File: src/rtl/srl_dly_bank_pkg.sv
// Shared types and helpers for the programmable delay line (srl_dly_bank).
package srl_pkg;

  typedef enum logic {
    ST_FILL = 1'b0,
    ST_RUN  = 1'b1
  } state_e;

  function automatic int clog2(input int v);
    int r;
    r = 0;
    for (int i = 0; i < 31; i++) begin
      if ((1 << i) < v) r = i + 1;
    end
    return r;
  endfunction

  // A zero delay is only legal when the combinational bypass is built in.
  function automatic logic dly_ok(input int dly, input int max, input logic zero_en);
    return (dly <= max) && ((dly >= 1) || zero_en);
  endfunction

endpackage

File: src/rtl/srl_dly_bank_line.sv
// Non-reset shift array with a run-time tap, shaped so synthesis maps it onto SRL primitives.
module srl_dly_line
  import srl_pkg::*;
#(
  parameter int  WIDTH     = 1,
  parameter int  MAX_DEPTH = 16,
  localparam int AW        = clog2(MAX_DEPTH + 1)
) (
  input  logic             clk_i,
  input  logic             ce_i,
  input  logic [WIDTH-1:0] d_i,
  input  logic [AW-1:0]    addr_i,
  output logic [WIDTH-1:0] q_o
);

  // The output register in the parent supplies the last stage.
  localparam int DEPTH = MAX_DEPTH - 1;

  (* syn_srlstyle = "select_srl" *) logic [WIDTH-1:0] mem_q [DEPTH];

  always_ff @(posedge clk_i) begin
    if (ce_i) begin
      mem_q[0] <= d_i;
      for (int k = 1; k < DEPTH; k++) begin
        mem_q[k] <= mem_q[k-1];
      end
    end
  end

  always_comb begin
    q_o = '0;
    for (int k = 0; k < DEPTH; k++) begin
      if (addr_i == AW'(k)) q_o = mem_q[k];
    end
  end

endmodule

File: src/rtl/srl_dly_bank.sv
// Run-time programmable WIDTH-bit delay line with refill tracking and load range check.
// Optional build macro SRLD_ZERO_DLY_EN: allows DLY=0 as a combinational pass-through.
module srl_dly_bank
  import srl_pkg::*;
#(
  parameter int  WIDTH     = 1,
  parameter int  MAX_DEPTH = 16,
  parameter int  DEF_DLY   = 16,
  localparam int AW        = clog2(MAX_DEPTH + 1)
) (
  input  logic             CLK,
  input  logic             RST,
  input  logic             CE,
  input  logic             LD_DLY,
  input  logic [AW-1:0]    DLY,
  input  logic [WIDTH-1:0] I,
  output logic [WIDTH-1:0] O,
  output logic             O_VLD,
  output logic             BUSY,
  output logic             DLY_ERR,
  output logic [AW-1:0]    CUR_DLY
);

`ifdef SRLD_ZERO_DLY_EN
  localparam logic ZERO_EN = 1'b1;
`else
  localparam logic ZERO_EN = 1'b0;
`endif

  state_e           state_q, state_d;
  logic [AW-1:0]    fill_q, fill_d;
  logic [AW-1:0]    cur_dly_q, cur_dly_d;
  logic             vld_q, vld_d;
  logic             err_q, err_d;
  logic [WIDTH-1:0] o_q, o_d;
  logic [WIDTH-1:0] tap;
  logic             ld_ok;
  logic             zero_mode;

  assign ld_ok     = LD_DLY && dly_ok(int'(DLY), MAX_DEPTH, ZERO_EN);
  assign zero_mode = ZERO_EN && (cur_dly_q == '0);

  srl_dly_line #(
    .WIDTH     (WIDTH),
    .MAX_DEPTH (MAX_DEPTH)
  ) u_line (
    .clk_i  (CLK),
    .ce_i   (CE),
    .d_i    (I),
    .addr_i (cur_dly_q - AW'(2)),
    .q_o    (tap)
  );

  // A delay of one skips the array and feeds the output register directly.
  assign o_d = (cur_dly_q == AW'(1)) ? I : tap;

  always_comb begin
    state_d   = state_q;
    fill_d    = fill_q;
    cur_dly_d = cur_dly_q;
    vld_d     = vld_q;
    err_d     = LD_DLY && !ld_ok;
    if (ld_ok) begin
      // Any legal load, even of the value already in force, restarts the refill.
      cur_dly_d = DLY;
      fill_d    = '0;
      vld_d     = 1'b0;
      state_d   = (DLY == '0) ? ST_RUN : ST_FILL;
    end else if (CE) begin
      unique case (state_q)
        ST_FILL: begin
          if (fill_q != AW'(MAX_DEPTH - 1)) fill_d = fill_q + AW'(1);
          if (fill_q == cur_dly_q - AW'(1)) begin
            state_d = ST_RUN;
            vld_d   = 1'b1;
          end
        end
        ST_RUN: begin
          vld_d = 1'b1;
        end
        default: begin
          state_d = ST_FILL;
        end
      endcase
    end
  end

  always_ff @(posedge CLK or posedge RST) begin
    if (RST) begin
      state_q   <= ST_FILL;
      fill_q    <= '0;
      cur_dly_q <= AW'(DEF_DLY);
      vld_q     <= 1'b0;
      err_q     <= 1'b0;
      o_q       <= '0;
    end else begin
      state_q   <= state_d;
      fill_q    <= fill_d;
      cur_dly_q <= cur_dly_d;
      vld_q     <= vld_d;
      err_q     <= err_d;
      if (CE) o_q <= o_d;
    end
  end

  // Gating on the qualifier keeps stale array contents from ever leaving the block.
  assign O       = zero_mode ? I : (vld_q ? o_q : '0);
  assign O_VLD   = zero_mode ? CE : vld_q;
  assign BUSY    = zero_mode ? 1'b0 : (state_q == ST_FILL);
  assign DLY_ERR = err_q;
  assign CUR_DLY = cur_dly_q;

endmodule

File: config.mk
export PLATFORM = sky130hd
export DESIGN_NAME = srl_dly_bank
export DESIGN_NICKNAME = d
export VERILOG_FILES = /design/src/rtl/srl_dly_bank_pkg.sv /design/src/rtl/srl_dly_bank_line.sv /design/src/rtl/srl_dly_bank.sv
export SDC_FILE = /design/constraint.sdc
export NUM_CORES = 1
export LEC_CHECK = 0
export CAP_MARGIN = 40
export CORE_ASPECT_RATIO = 0.7
export CORE_MARGIN = 5
export CORE_UTILIZATION = 45
export DETAILED_ROUTE_END_ITERATION = 8
export GPL_TIMING_DRIVEN = 1
export PLACE_DENSITY = 0.75
export SYNTH_ARGS = -nofsm -noshare
export SYNTH_HDL_FRONTEND = slang
export SYNTH_SLANG_ARGS = --single-unit
File: constraint.sdc
create_clock -name CLK -period 3.15 [get_ports CLK]
set_clock_uncertainty 0.2 [all_clocks]
set_input_delay 0.945 -clock CLK [delete_from_list [all_inputs] [get_ports CLK]]
set_output_delay 0.945 -clock CLK [all_outputs]
set_load 0.01 [all_outputs]
==> results.json <==
{
  "ys.flop_type": "edfxtp_1",
  "clock_latency_ns": 0.29,
  "cts_hold_buf": 0,
  "cp_slowest_stage_delay_ns": 0.57,
  "overflow": 0,
  "initial_utilization": 0.482,
  "synth-edff-count": 15,
  "mostFrequentLayoutCell": "clkdlybuf4s50_1",
  "root_buffer": "clkbuf_8",
  "numCtsBuffers": 5,
  "critPathSlowestCell": "or4_1",
  "synth_area_leaders": "edfxtp_1 (29%), dfrtp_1 (21%), ha_1 (7.2%)",
  "multi_input_area_um2": 696,
  "area_growth_pct": 22.7,
  "clk_pin_slew_ns": 0.07,
  "synth.distinct_cells": 45,
  "finalHoldViolCount": 0,
  "clk_path_buf_depth": 2,
  "report.power.total_uw": 1290,
  "antenna_found_initial": 0,
  "die_x_um": 80.4,
  "slew_viol_final": 0,
  "synth_top_area_share": 0.289,
  "post_cts_buffers": 0,
  "relSlewSlack": 0.651,
  "max_freq_mhz": 370,
  "ant_nets": 0,
  "ir_drop_mv": 0.315,
  "hold_path_class": "flop to flop",
  "critical_path_peak_fanout": 16,
  "synth_warnings": 0,
  "setup_viol": 0,
  "cts.sink_count": 29,
  "htree_levels": 2,
  "syn_nets": 161,
  "synth-seq-cells": 29,
  "worst_slew_pin_slew_ns": 0.522,
  "min_period_ns": 2.70,
  "clockPowerShare": 0.305,
  "fin_setup_tns_ns": 0,
  "rsz0062_at_grt": "false",
  "grt_max_degree": 17,
  "synth-simple-area-share": 0.177,
  "fin_nets": 183,
  "syn-instance-count": 142,
  "yosys.area.top_type": "edfxtp_1",
  "place_inst": 204,
  "synth_area_um2": 1560,
  "internal-power_uw": 885,
  "crit_path_end_kind": "flop",
  "arrival_ns": 2.72,
  "layout_common_cells": "clkdlybuf4s50_1 (18), edfxtp_1 (15), dfrtp_1 (13)",
  "synth.area.mux_share": 0.0209,
  "seq_power_share": 0.414,
  "async_flop_share": 0.483,
  "synth_compound_area_frac": 0.114,
  "preCtsSetupSlack_ns": 0.168,
  "grt_pass1_vias": 1086,
  "postRouteWirelength_um": 3240,
  "wl_per_cell_um": 15.3,
  "fin_util": 0.592,
  "drt-pass1-iter-count": 4,
  "min_period_over_period": 0.858,
  "dr.first_iter.drc_count": 105,
  "synth_top_family_by_area": "simple AND/OR/NAND/NOR gates",
  "p_per_area_nw_per_um2": 673,
  "p_sw_frac": 0.312,
  "switching_power_uw": 402,
  "avgSynthCellArea_um2": 11.0,
  "setup.worst_path.class": "input port to flop",
  "leakage_uw": 0.000769,
  "synthXorXnorAreaFrac": 0.0618,
  "portBuffers": 18,
  "grt_usage": 0.147,
  "core_um2": 3230,
  "setup_ws_ns": 0.447,
  "die_h_um": 59.2,
  "fillers": 279,
  "n_antenna_cell": 0,
  "io-pin-count": 19,
  "crit_path_cell_trace": "clkdlybuf4s50_1 -> nor4_2 -> xnor2_1 -> and2_4 -> or4_1 -> o21ai_1",
  "critPathRequiredTime_ns": 3.16,
  "cp-start-kind": "input port",
  "yosysSeqAreaShare": 0.514,
  "drc_errors": 0,
  "dieArea_um2": 4760,
  "comb_power_share": 0.281,
  "grt_pass1_wl_um": 5150,
  "avgViaCountPerCell": 5.42,
  "num_vias": 1150,
  "rows": 17,
  "seq_area_um2": 802,
  "synth_adder_area_share": 0.0722,
  "drive_above_1_share": 0.103,
  "final_cells": 212,
  "maxCapViolCount": 0,
  "gp_congestion": 0.786,
  "status": "complete, no violations",
  "post-dp-hpwl_um": 2330,
  "ctsResizeCount": 0,
  "cts_tree": "done"
}
cell families after synthesis:
logic type | Yosys count
AO/OA/AOI/OAI | 27
buffers and inverters | 14
AND/OR/NAND/NOR | 49
flip-flops | 29
XOR/XNOR | 11
multiplexers | 3
adder cells (fa/ha/maj) | 9
metrics by stage:
step           cell area (um^2)  hold WS, ns
2_1_floorplan              1560        0.221
3_3_place_gp               1800        0.240
3_5_place_dp               1800        0.239
4_1_cts                    1910        0.255
5_1_grt                    1910        0.267
6_report                   1910        0.251
synthesized netlist by cell type, types with 2 or more instances:
cell      instances
a21oi_1           4
dfrtp_1          13
o21ai_0           8
nand2b_1          2
ha_1              9
nor4_1            2
clkbuf_1          3
or2_2             2
nor3b_1           3
xnor2_1           4
nand3b_1          2
edfxtp_1         15
a221o_1           3
nand3_1           4
nor2b_1           3
xor2_1            7
mux2_2            2
inv_1             9
nand2_1          12
o21ai_1           2
nor3_1            2
nor2_1            7
a31oi_1           2
final cells by class:
cell class | count | area share
multi-input combinational | 99 | 0.364
clock inverter | 3 | 0.0242
sequential | 29 | 0.419
clock buffer | 5 | 0.0360
inverter | 9 | 0.0177
timing repair buffer | 20 | 0.109
tap | 47 | 0.0307
critical path: cells and delay by family:
| kind | cells | cell delay [ns] |
|---|---|---|
| buffers and inverters | 1 | 0.44 |
| AOI/OAI and AO/OA | 1 | 0.11 |
| and+or+nand+nor | 3 | 1.11 |
| xor gates and xnor gates | 1 | 0.11 |
power groups by stage:
stage | clock (uW) | sequential, uW | combinational (uW)
after detailed placement | 0 | 538 | 357
after CTS | 396 | 532 | 362
after global routing | 420 | 541 | 397
after floorplan | 0 | 522 | 245
final | 392 | 533 | 361
after global placement | 0 | 536 | 346
path summary, 6_finish.rpt:
path	startpoint	to	slack, ns	cells after the start
worst max-delay path	DLY[2]	state_q$_DFFE_PP0P_	0.45	6
worst min-delay path	u_line.mem_q[3]$_DFFE_PP_	u_line.mem_q[4]$_DFFE_PP_	0.25	0
worst max register to register	CUR_DLY[1]$_DFFE_PP0P_	o_q$_DFFE_PP0P_	0.50	7
worst min register to register	u_line.mem_q[3]$_DFFE_PP_	u_line.mem_q[4]$_DFFE_PP_	0.25	0
max in group asynchronous	RST	CUR_DLY[4]$_DFFE_PP1P_	1.61	2
min in group asynchronous	RST	fill_q[3]$_DFFE_PP0P_	0.78	2
state kept, by name, summed over array words and instances (netlist names):
name          flops
DLY_ERR           1
CUR_DLY           5
o_q               1
u_line.mem_q     15
state_q           1
fill_q            5
O_VLD             1
routing by layer:
layer | vias to the layer above | part of all wire | global-route usage
met5 | - | 0 | 0
met4 | 0 | 0.022 | 0.0795
met3 | 10 | 0.077 | 0.0486
met2 | 52 | 0.46 | 0.225
met1 | 534 | 0.44 | 0.184
li1 | 554 | - | -
(Power assumes the default switching activity.)
